### src/rtl/state_seq_arbiter.sv
// Owns the FSM state register and runs its update loop: publish state, wait out the
// backward latency, accept one round-robin arbitrated next state, wait out the forward latency.
module state_seq_arbiter #(
  parameter int                  NUM_REQ     = 4,
  parameter int                  STATE_W     = 3,
  parameter int                  BL_CYC      = 8,
  parameter int                  FL_CYC      = 2,
  parameter logic [STATE_W-1:0]  RESET_STATE = '0
) (
  input  logic                         clk,
  input  logic                         rst_n,
  output logic                         st_valid,
  input  logic                         st_ready,
  output logic [STATE_W-1:0]           st_data,
  input  logic [NUM_REQ-1:0]           req,
  input  logic [NUM_REQ*STATE_W-1:0]   req_state,
  output logic [NUM_REQ-1:0]           grant,
  output logic [STATE_W-1:0]           cur_state,
  output logic [1:0]                   phase,
  output logic [15:0]                  round_cnt
);

  localparam int MAXLAT = (BL_CYC > FL_CYC) ? BL_CYC : FL_CYC;
  localparam int CW     = (MAXLAT < 1) ? 1 : $clog2(MAXLAT + 1);
  localparam int PW     = (NUM_REQ > 1) ? $clog2(NUM_REQ) : 1;
  localparam logic [CW-1:0] BL_LOAD = CW'((BL_CYC > 0) ? BL_CYC - 1 : 0);
  localparam logic [CW-1:0] FL_LOAD = CW'((FL_CYC > 0) ? FL_CYC - 1 : 0);

  typedef enum logic [1:0] {
    SEND  = 2'd0,
    BWAIT = 2'd1,
    RECV  = 2'd2,
    FWAIT = 2'd3
  } phaseT;

  phaseT                phaseQ;
  logic [STATE_W-1:0]   stateQ;
  logic [PW-1:0]        rrPtr;
  logic [15:0]          roundCnt;
  logic [CW-1:0]        waitCnt;

  logic                 found;
  int                   winIdx;
  logic [NUM_REQ-1:0]   winOneHot;
  logic [STATE_W-1:0]   winState;
  logic [PW-1:0]        nextPtr;

  // Round-robin pick: scan offsets from rrPtr upward, first set request wins.
  always_comb begin
    found     = 1'b0;
    winIdx    = 0;
    winOneHot = '0;
    winState  = '0;
    for (int k = 0; k < NUM_REQ; k++) begin
      for (int i = 0; i < NUM_REQ; i++) begin
        if (!found && req[i] && (((int'(rrPtr) + k) % NUM_REQ) == i)) begin
          found        = 1'b1;
          winIdx       = i;
          winOneHot[i] = 1'b1;
          winState     = req_state[i*STATE_W +: STATE_W];
        end
      end
    end
    nextPtr = PW'((winIdx + 1) % NUM_REQ);
  end

  // Handshake: st_valid is high for the whole SEND phase and the state transfers on any
  // rising edge where st_valid && st_ready; grant is the one-cycle acknowledge in RECV.
  assign st_valid  = (phaseQ == SEND);
  assign grant     = (phaseQ == RECV) ? winOneHot : '0;
  assign st_data   = stateQ;
  assign cur_state = stateQ;
  assign phase     = phaseQ;
  assign round_cnt = roundCnt;

  always_ff @(posedge clk or negedge rst_n) begin
    if (!rst_n) begin
      phaseQ   <= SEND;
      stateQ   <= RESET_STATE;
      rrPtr    <= '0;
      roundCnt <= '0;
      waitCnt  <= '0;
    end else begin
      case (phaseQ)
        SEND: begin
          if (st_ready) begin
            if (BL_CYC == 0) begin
              phaseQ <= RECV;
            end else begin
              phaseQ  <= BWAIT;
              waitCnt <= BL_LOAD;
            end
          end
        end
        BWAIT: begin
          if (waitCnt == '0) phaseQ <= RECV;
          else               waitCnt <= waitCnt - CW'(1);
        end
        RECV: begin
          if (found) begin
            stateQ   <= winState;
            rrPtr    <= nextPtr;
            roundCnt <= roundCnt + 16'd1;
            if (FL_CYC == 0) begin
              phaseQ <= SEND;
            end else begin
              phaseQ  <= FWAIT;
              waitCnt <= FL_LOAD;
            end
          end
        end
        FWAIT: begin
          if (waitCnt == '0) phaseQ <= SEND;
          else               waitCnt <= waitCnt - CW'(1);
        end
        default: phaseQ <= SEND;
      endcase
    end
  end

endmodule

### config.mk
export PLATFORM = sky130hd
export DESIGN_NAME = state_seq_arbiter
export DESIGN_NICKNAME = d
export VERILOG_FILES = /design/src/rtl/state_seq_arbiter.sv
export SDC_FILE = /design/constraint.sdc
export NUM_CORES = 1
export LEC_CHECK = 0
export BUFFER_PORTS_ARGS = -buffer_cell sky130_fd_sc_hd__buf_2
export CELL_PAD_IN_SITES_DETAIL_PLACEMENT = 0
export CELL_PAD_IN_SITES_GLOBAL_PLACEMENT = 1
export CORE_MARGIN = 1.5
export CORE_UTILIZATION = 35
export CTS_CLUSTER_SIZE = 24
export DETAILED_ROUTE_END_ITERATION = 8
export PLACE_DENSITY = 0.8
export SYNTH_ARGS = -nofsm -noshare
export SYNTH_HDL_FRONTEND = slang
export SYNTH_SLANG_ARGS = --single-unit
export TNS_END_PERCENT = 20
### constraint.sdc
create_clock -name clk -period 1.7 [get_ports clk]
set_input_delay 0.085 -clock clk [delete_from_list [all_inputs] [get_ports clk]]
set_output_delay 0.085 -clock clk [all_outputs]
set_load 0.1 [all_outputs]
==> results of run 1 <==
[path summary, 6_finish.rpt]
check	startpoint	endpoint	slack (ns)
setup / recovery	rrPtr[1]$_DFFE_PN0P_	cur_state[0]$_DFFE_PN0P_	-0.02
hold / removal	req_state[8]	cur_state[2]$_DFFE_PN0P_	0.14
min in group asynchronous	rst_n	round_cnt[14]$_DFFE_PN0P_	0.34
hold reg to reg	round_cnt[15]$_DFFE_PN0P_	round_cnt[15]$_DFFE_PN0P_	0.47
max in group asynchronous	rst_n	phase[0]$_DFFE_PN0P_	0.91
setup reg to reg	rrPtr[1]$_DFFE_PN0P_	cur_state[0]$_DFFE_PN0P_	-0.02
[area by class of cell]
| cell class | count | area, sq um | share of cell area (%) |
|---|---|---|---|
| repair buffers | 79 | 561 | 20.1 |
| inverters | 9 | 38.8 | 1.39 |
| clock inverters | 1 | 7.51 | 0.269 |
| clock buffers | 3 | 41.3 | 1.48 |
| multi-input cells | 180 | 1370 | 49.1 |
| flip-flops and latches | 27 | 683 | 24.5 |
| well taps | 72 | 90.1 | 3.22 |
[power groups by stage]
stage                     registers, mW  clock network (mW)  logic [mW]
after floorplan                    1.84                   0        1.83
final                              1.04               0.381        3.69
after global routing               1.08               0.425        3.92
after CTS                          1.04               0.401        3.53
after detailed placement           1.05                   0        3.39
after global placement             1.04                   0        3.36
[metal layers]
metal  GRT usage (%)  up-vias
met5               0        -
met4            4.66        0
met3            3.20       10
met2            30.1       78
met1            25.7      981
li1                -     1003
[state kept, by name, indices dropped and copies added (netlist names)]
name and flops:
phase 2, waitCnt 4, rrPtr 2, round_cnt 16, cur_state 3
[kinds of logic (layout without fill, tap and decap cells)]
kind of cell / Yosys count / after routing / share of synthesized area [%]
xor gates and xnor gates: 15 / 15 / 6.33
muxes: 2 / 2 / 2.17
DFF: 27 / 27 / 32.6
AOI/OAI and AO/OA: 60 / 60 / 21.5
buffers and inverters: 26 / 92 / 7.24
and+or+nand+nor: 97 / 97 / 26.5
adders and majority gates: 6 / 6 / 3.62
[cell usage after synthesis, types with 2 or more instances]
cell / n
xor2_1: 2
ha_1: 6
dfrtp_1: 27
nand4_1: 7
nor2b_1: 3
mux4_2: 2
buf_4: 6
a211oi_1: 2
o21ai_0: 11
o22a_1: 3
nand3b_1: 2
buf_2: 6
and2_1: 3
inv_1: 9
a32oi_1: 5
nor3_1: 2
a211o_1: 2
o211ai_1: 4
xnor2_1: 13
a21oi_1: 7
nor4bb_1: 2
buf_6: 3
nor2_2: 2
a31oi_1: 2
a221oi_1: 2
nand2_1: 29
nand2b_1: 2
o22ai_1: 7
a21o_1: 2
nor2_1: 14
and3_1: 4
nand3_1: 12
nor3b_1: 2
[stage by stage]
step	hold WS [ns]	util (%)	std cells
6_report	0.137	49.8	371
5_1_grt	0.141	49.8	371
4_1_cts	0.116	48.3	367
3_5_place_dp	0.140	46.2	359
3_3_place_gp	0.134	46.2	359
2_1_floorplan	-0.211	-	233
[critical path: cells and delay by family, from the launching register on]
family / cells / cell delay (ns)
buf+inv: 3 / 0.46
flops: 1 / 0.41
compound gates: 3 / 0.43
simple gates: 2 / 0.32
[what timing repair did]
action	4_1_cts	5_1_grt
hold buffers	1	0
gates resized for setup	8	17
buffers inserted	3	4
endpoints found under the setup margin	7	21
pin swaps	3	8
hold endpoints to repair	27	0
==> impl_metrics.yaml, run 1 <==
synthesis:
  synth_area_per_cell_sq_um: 8.90
  yosysTopAreaCellShare_pct: 32.6
  syn_inst: 233
  syn_area_sq_um: 2070
  ys_seq_area_share_pct: 32.6
  netlist_top_cells_area: "dfrtp_1, xnor2_1, nand2_1"
  ys_warn_count: 0
  yosysUniqueCellTypes: 61
  async_reset_ff_share_pct: 100
  syn-num-nets: 258
  synth_ff_type: "dfrtp_1"
  synth_top_area_cell: "dfrtp_1"
  ys_seq_elements: 27
  synth-edff-count: 0
route:
  routedLengthMet1_mm: 2.57
  vias: 2072
  postRouteAntennaNets: 0
  dr_wl_met3_um: 325
  route.detailed.drc: 0
  via_per_inst: 5.58
  drt-total-wl_mm: 5.64
  drt_iter0_drc: 141
  routedWlPerCell_um: 15.2
  dr.max_layer_used: "met4"
  wl_met2_mm: 2.67
  dr.pass1.iters: 4
critical_path:
  required_ns: 1.87
  worst-setup-path-type: "reg -> reg"
  slowest_stage: "dfrtp_1"
  crit_path_frequent_cell: "buf_4"
  reg2regPathDepth: 8
  path_max_fanout: 10
  start_kind: "register"
  endpoint_kind: "register"
  worst_path_largest_cell_delay_ns: 0.41
  path_cells: "buf_6 -> buf_4 -> nor4bb_2 -> buf_4 -> a32oi_1 -> nand4_1 -> a31oi_1 -> o22ai_1"
  cp.arrival_ns: 1.89
power:
  power_mw: 5.10
  switching_power_mw: 2.85
  p_per_area_nw_per_um2: 1830
  ir_drop_v: 0.00149
  swShare_pct: 55.8
  combPwrFrac_pct: 72.2
  power_frac_seq_pct: 20.3
  power_frac_clock_pct: 7.5
  p_leak_nw: 1.23
  internal_power_mw: 2.25
placement:
  io_buffer_count: 47
  place.gp.congestion: 0.912
  dp_hpwl_mm: 4.14
  place_area_sq_um: 2590
  dpl_worst_slack_ns: -0.0540
status:
  violations: "negative setup slack"
  outcome: "finished, violations left"
sta:
  hold_viol_final: 0
  rsz0062_at_grt: "true"
  setup_ws_ns: -0.0221
  setup_viol: 2
  max_freq_ghz: 0.581
  skew_ns: 0.00769
  worstMarginPinSlew_ns: 0.603
  min_period_over_period_pct: 101
  finalMaxSlewViolations: 0
  fin_crit_ns: 1.72
  max_slew_margin_pct: 59.8
  fin_setup_tns_ns: -0.0382
final_layout:
  antennaDiodeCount: 0
  mostFrequentLayoutCells: "buf_2, nand2_1, buf_4"
  fin_nets: 325
  final_area_sq_um: 2790
  layout_commonest_cell: "buf_2"
  fill_cells: 522
  drive_above_1_share_pct: 40.5
  syn_to_final_growth_pct: 34.7
clock_tree:
  clock_latency_ns: 0.28
  path_clk_slew_ns: 0.10
  cts_made_buffers: 3
  cts_buffer_depth: 2
  root_buffer: "clkbuf_8"
  clock_sinks: 27
  cts_max_level: 1
  cts_tree: "built"
min_path:
  whs_path_depth: 3
  min_path_type: "in -> reg"
grt:
  antenna_found_initial: 0
  grt_pass1_vias: 2044
  grt_max_degree: 28
  grt_use_total_pct: 18.6
  grt_overflow_total: 0
  grt_pass1_wl_mm: 9.49
floorplanning:
  dieArea_sq_um: 6400
  core_area_sq_um: 5610
  initial_core_util_pct: 37.0
  die_height_um: 80.0
  ios: 48
  row_count: 27
  die_w_um: 80.0
run:
  maxCapViolations: 0
Power figures use the tool's default switching activity.
==> run 2, diff against run 1 <==
--- a/config.mk
+++ b/config.mk
@@ -9,10 +9,10 @@
 export CELL_PAD_IN_SITES_DETAIL_PLACEMENT = 0
 export CELL_PAD_IN_SITES_GLOBAL_PLACEMENT = 1
 export CORE_MARGIN = 1.5
-export CORE_UTILIZATION = 35
+export CORE_UTILIZATION = 36
 export CTS_CLUSTER_SIZE = 24
 export DETAILED_ROUTE_END_ITERATION = 8
-export PLACE_DENSITY = 0.8
+export PLACE_DENSITY = 0.81
 export SYNTH_ARGS = -nofsm -noshare
 export SYNTH_HDL_FRONTEND = slang
 export SYNTH_SLANG_ARGS = --single-unit
==> run 2 against run 1 <==
  * The run now ends clean
  * Worst hold slack worse by 0.0090 ns
  * Die area is 2.7% lower
  * Via count is 3.2% lower
  * Cell count is 1.3% lower
  * First-iteration DRC count is 18% lower
  * Clock skew is 0.0027 ns lower
  * Sequential power hardly changed
  * Global-route usage is 0.84 points lower
  * Combinational power is 4% lower
  * Wire length is 3.9% lower
  * Clock power is 3% lower
  * Final area is 2.0% lower
  * Largest power group unchanged
==> impl_metrics.yaml, run 2 (synthesis results as in run 1) <==
status:
  outcome: "completed"
sta:
  max_slew_margin_pct: 59.1
  fin_setup_tns_ns: 0
  min_period_over_period_pct: 99.6
  finalMaxSlewViolations: 0
  skew_ns: 0.00504
  hold_slack_ns: 0.128
  rsz0062_at_grt: "true"
  worstMarginPinSlew_ns: 0.613
  fin_crit_ns: 1.69
  max_freq_ghz: 0.591
  setup_viol: 0
  hold_viol_final: 0
  setup_ws_ns: 0.00691
clock_tree:
  clock_latency_ns: 0.27
  cts_tree: "built"
  root_buffer: "clkbuf_8"
  path_clk_slew_ns: 0.09
  clock_sinks: 27
  cts_buffer_depth: 2
  cts_max_level: 1
  cts_made_buffers: 3
power:
  power_frac_seq_pct: 20.9
  ir_drop_v: 0.00144
  combPwrFrac_pct: 71.7
  swShare_pct: 55.9
  internal_power_mw: 2.19
  switching_power_mw: 2.78
  p_per_area_nw_per_um2: 1820
  power_frac_clock_pct: 7.4
  p_leak_nw: 1.21
floorplanning:
  ios: 48
  core_area_sq_um: 5540
  row_count: 27
  initial_core_util_pct: 37.4
  die_height_um: 78.9
  dieArea_sq_um: 6230
  die_w_um: 78.9
final_layout:
  largest_reg_flops: 16
  layout_commonest_cell: "buf_2"
  drive_above_1_share_pct: 37.8
  multiInputGateArea_sq_um: 1350
  regArea_sq_um: 684
  fin_util_pct: 49.4
  fill_cells: 541
  antennaDiodeCount: 0
  fin_nets: 320
  syn_to_final_growth_pct: 32.0
  mostFrequentLayoutCells: "buf_2, nand2_1, dfrtp_1"
min_path:
  min_path_type: "in -> reg"
placement:
  dpl_worst_slack_ns: -0.0544
  io_buffer_count: 47
  place.gp.congestion: 0.874
  dp_hpwl_mm: 3.99
route:
  route.detailed.drc: 0
  drt-total-wl_mm: 5.42
  via_per_inst: 5.48
  drt_iter0_drc: 115
  vias: 2006
  routedWlPerCell_um: 14.8
  dr.pass1.iters: 5
  postRouteAntennaNets: 0
critical_path:
  path_max_fanout: 8
  cp.arrival_ns: 1.90
  required_ns: 1.90
  endpoint_kind: "register"
  worst-setup-path-type: "reg -> reg"
  start_kind: "register"
grt:
  grt_max_degree: 28
  grt_pass1_wl_mm: 8.97
  grt_pass1_vias: 1816
  grt_use_total_pct: 17.8
  antenna_found_initial: 0
  grt_overflow_total: 0
run:
  maxCapViolations: 0
[run 2: path summary, 6_finish.rpt]
path                            slack [ns]  cells past startpoint                        end                       from
worst max-delay path                 0.007                      8   cur_state[0]$_DFFE_PN0P_       phase[0]$_DFFE_PN0P_
worst min-delay path                  0.13                      3   cur_state[2]$_DFFE_PN0P_               req_state[8]
worst max register to register       0.007                      8   cur_state[0]$_DFFE_PN0P_       phase[0]$_DFFE_PN0P_
worst min register to register        0.48                      1  round_cnt[15]$_DFFE_PN0P_  round_cnt[15]$_DFFE_PN0P_
max in group asynchronous             0.89                      2       phase[0]$_DFFE_PN0P_                      rst_n
min in group asynchronous             0.35                      2  round_cnt[14]$_DFFE_PN0P_                      rst_n
[run 2: worst max-delay path, stage by stage, from the launching register on]
cell	delay, ns
dfrtp_4	0.50
inv_4	0.07
ha_4	0.14
buf_4	0.13
o41ai_2	0.08
buf_4	0.20
a311oi_2	0.24
o211ai_1	0.12
o22ai_1	0.13
[run 2: what timing repair did]
| action | in CTS | in global routing |
|---|---|---|
| setup endpoints to repair | 8 | 18 |
| pin swaps | 4 | 7 |
| hold buffers | 1 | 0 |
| endpoints found under the hold margin | 27 | 0 |
| setup buffers | 3 | 0 |
| resized for setup | 10 | 9 |
| cloned | 0 | 0 |
[run 2: area by class of cell]
type / instances / area share, %
sequential: 27 / 25.0
clock buffer: 3 / 1.51
tap: 72 / 3.29
multi-input combinational: 180 / 49.3
clock inverter: 1 / 0.274
timing repair buffer: 74 / 19.2
inverter: 9 / 1.42
[run 2: power by group through the flow]
stage          logic, mW  registers, mW  clock network (mW)
2_1_floorplan       1.83           1.84                   0
3_3_place_gp        3.35           1.05                   0
4_1_cts             3.51           1.04               0.391
3_5_place_dp        3.37           1.06                   0
6_report            3.56           1.04               0.369
5_1_grt             3.80           1.08               0.409
[run 2: per-layer routing]
| layer | part of all wire (%) | GRT usage (%) | up-vias |
|---|---|---|---|
| met5 | 0 | 0 | - |
| met4 | 0 | 2.28 | 0 |
| met3 | 4.5 | 3.10 | 0 |
| met2 | 47 | 28.1 | 52 |
| met1 | 49 | 26.1 | 966 |
| li1 | - | - | 988 |
[run 2: stage by stage]
step	instance area [sq um]	cells	total power [mW]
4_1_cts	2700	366	4.94
5_1_grt	2740	366	5.29
3_3_place_gp	2580	358	4.41
2_1_floorplan	2120	233	3.67
6_report	2740	366	4.97
3_5_place_dp	2580	358	4.42
==> run 3, diff against run 2 <==
--- a/config.mk
+++ b/config.mk
@@ -9,10 +9,10 @@
 export CELL_PAD_IN_SITES_DETAIL_PLACEMENT = 0
 export CELL_PAD_IN_SITES_GLOBAL_PLACEMENT = 1
 export CORE_MARGIN = 1.5
-export CORE_UTILIZATION = 36
+export CORE_UTILIZATION = 43
 export CTS_CLUSTER_SIZE = 24
 export DETAILED_ROUTE_END_ITERATION = 8
-export PLACE_DENSITY = 0.81
+export PLACE_DENSITY = 0.9
 export SYNTH_ARGS = -nofsm -noshare
 export SYNTH_HDL_FRONTEND = slang
 export SYNTH_SLANG_ARGS = --single-unit
==> constraint.sdc (replaced) <==
create_clock -name clk -period 2 [get_ports clk]
set_input_delay 0.1 -clock clk [delete_from_list [all_inputs] [get_ports clk]]
set_output_delay 0.1 -clock clk [all_outputs]
set_load 0.1 [all_outputs]
==> run 3 against run 2 <==
  * Via count fell by 0.85%
  * Wire length shrank 5.9%
  * Clock skew shrank 0.0039 ns
  * Worst hold slack improved by 0.033 ns
  * Combinational power fell by 26%
  * Sequential power shrank 12%
  * Power shrank 22%
  * Largest cell class unchanged
==> impl_metrics.yaml, run 3 (synthesis results as in run 1) <==
sta:
  rsz0062_at_grt: "false"
  setup_ws_ns: 0.0911
  fin_crit_ns: 1.91
  worstMarginPinSlew_ns: 0.623
  setup_viol: 0
  skew_ns: 0.00110
  finalMaxSlewViolations: 0
  min_period_over_period_pct: 95.4
  max_freq_ghz: 0.524
  hold_viol_final: 0
  hold_slack_ns: 0.161
  max_slew_margin_pct: 58.5
clock_tree:
  path_clk_slew_ns: 0.09
  root_buffer: "clkbuf_8"
  cts_made_buffers: 3
  post-cts-setup-buffers: 0
  clock_sinks: 27
  clock_latency_ns: 0.27
  cts_buffer_depth: 2
  cts_max_level: 1
  cts_tree: "built"
final_layout:
  mostFrequentLayoutCells: "buf_2, nand2_1, dfrtp_1"
  fin_nets: 304
  layout_commonest_cell: "buf_2"
  syn_to_final_growth_pct: 19.5
  largest_reg_flops: 16
  final_area_sq_um: 2480
  drive_above_1_share_pct: 29.5
  antennaDiodeCount: 0
grt:
  grt_pass1_vias: 1869
  grt_pass1_wl_mm: 8.71
  antenna_found_initial: 0
  grt_max_degree: 28
  grt_overflow_total: 0
  grt_use_total_pct: 20.6
floorplanning:
  dieArea_sq_um: 5250
  die_w_um: 72.5
  core_area_sq_um: 4690
  ios: 48
  row_count: 25
  initial_core_util_pct: 44.2
  die_height_um: 72.5
route:
  dr.pass1.iters: 4
  dr_wl_met3_um: 298
  drt-total-wl_mm: 5.10
  drt_iter0_drc: 177
  route.detailed.drc: 0
  via_per_inst: 5.99
  routedLengthMet1_mm: 2.30
  wl_met2_mm: 2.43
  postRouteAntennaNets: 0
  vias: 1989
  dr.max_layer_used: "met4"
  routedWlPerCell_um: 15.3
placement:
  dpl_worst_slack_ns: 0.122
  place.gp.congestion: 0.813
  dp_hpwl_mm: 3.76
  place_area_sq_um: 2420
  io_buffer_count: 47
min_path:
  holdPathEnd: "cur_state[2]$_DFFE_PN0P_"
  min_from: "req_state[11]"
  min_path_type: "in -> reg"
  whs_path_depth: 3
critical_path:
  path_max_fanout: 12
  r2r_slack_ns: 0.15
  reg2reg_to: "round_cnt[9]$_DFFE_PN0P_"
  cp.arrival_ns: 1.81
  start_kind: "register"
  endpoint_kind: "output pin"
  required_ns: 1.90
  worst-setup-path-type: "reg -> out"
  rr_startpoint: "phase[0]$_DFFE_PN0P_"
  reg2regPathDepth: 7
power:
  p_per_area_nw_per_um2: 1560
  combPwrFrac_pct: 68.1
  power_mw: 3.86
  swShare_pct: 58.3
  power_frac_seq_pct: 23.8
  power_frac_clock_pct: 8.1
  p_leak_nw: 1.10
  ir_drop_v: 0.00106
  switching_power_mw: 2.25
  internal_power_mw: 1.61
run:
  maxCapViolations: 0
status:
  outcome: "completed"
-- run 3: cell types whose count changed in the layout (fill, tap and decap cells not counted), moves of 2 or more --
cell,before,now
buf_4,23,10
buf_6,3,0
a21oi_1,5,7
a21oi_2,2,0
buf_12,5,3
buf_2,42,44
inv_1,6,8
nor2_1,12,14
nor2_2,3,1
o21ai_0,9,11
o21ai_1,2,0
-- run 3: worst max-delay path: stages (launching register included) --
cell and delay (ns):
dfrtp_2 0.49, buf_4 0.20, o21ai_0 0.10, o211a_1 0.19
and2_1 0.13, buf_2 0.42
-- run 3: repair_timing --
action / in CTS / in global routing
hold buffers: 1 / 0
setup endpoints to repair: 0 / 3
gates resized for setup: 0 / 2
hold endpoints to repair: 27 / 0
-- run 3: worst max-delay path by stage --
stage,startpoint,to,slack (ns),cells after the start
finish,rrPtr[1]$_DFFE_PN0P_,grant[1],0.09,5
global placement,phase[0]$_DFFE_PN0P_,round_cnt[9]$_DFFE_PN0P_,0.24,7
floorplan,phase[0]$_DFFE_PN0P_,round_cnt[9]$_DFFE_PN0P_,-0.1,8
global route,rrPtr[1]$_DFFE_PN0P_,grant[1],0.01,5
detailed placement,phase[0]$_DFFE_PN0P_,round_cnt[9]$_DFFE_PN0P_,0.12,7
CTS,rrPtr[1]$_DFFE_PN0P_,grant[1],0.02,5
-- run 3: final cells by class --
class,count,area (sq um)
clock buffer,3,41.3
clock inverter,1,5.00
sequential,27,684
fill,446,2210
inverter,9,36.3
multi-input combinational,180,1280
tap,54,67.6
timing repair buffer,58,365
-- run 3: stage by stage --
step | util [%] | setup TNS (ns) | instances
floorplan | - | -0.426 | 233
global placement | 51.5 | 0 | 327
detailed placement | 51.5 | 0 | 327
CTS | 52.7 | 0 | 332
global route | 52.8 | 0 | 332
finish | 52.8 | 0 | 332
-- run 3: layer usage --
layer	GRT usage (%)	vias up
met5	0	-
li1	-	955
met4	4.40	0
met3	4.03	9
met2	34.7	68
met1	27.5	957
-- run 3: power groups by stage --
stage	Combinational, mW	Clock, mW	Sequential, mW
floorplan	1.53	0	1.56
global placement	2.59	0	0.923
detailed placement	2.62	0	0.929
CTS	2.63	0.329	0.919
global route	2.80	0.349	0.953
finish	2.63	0.314	0.919
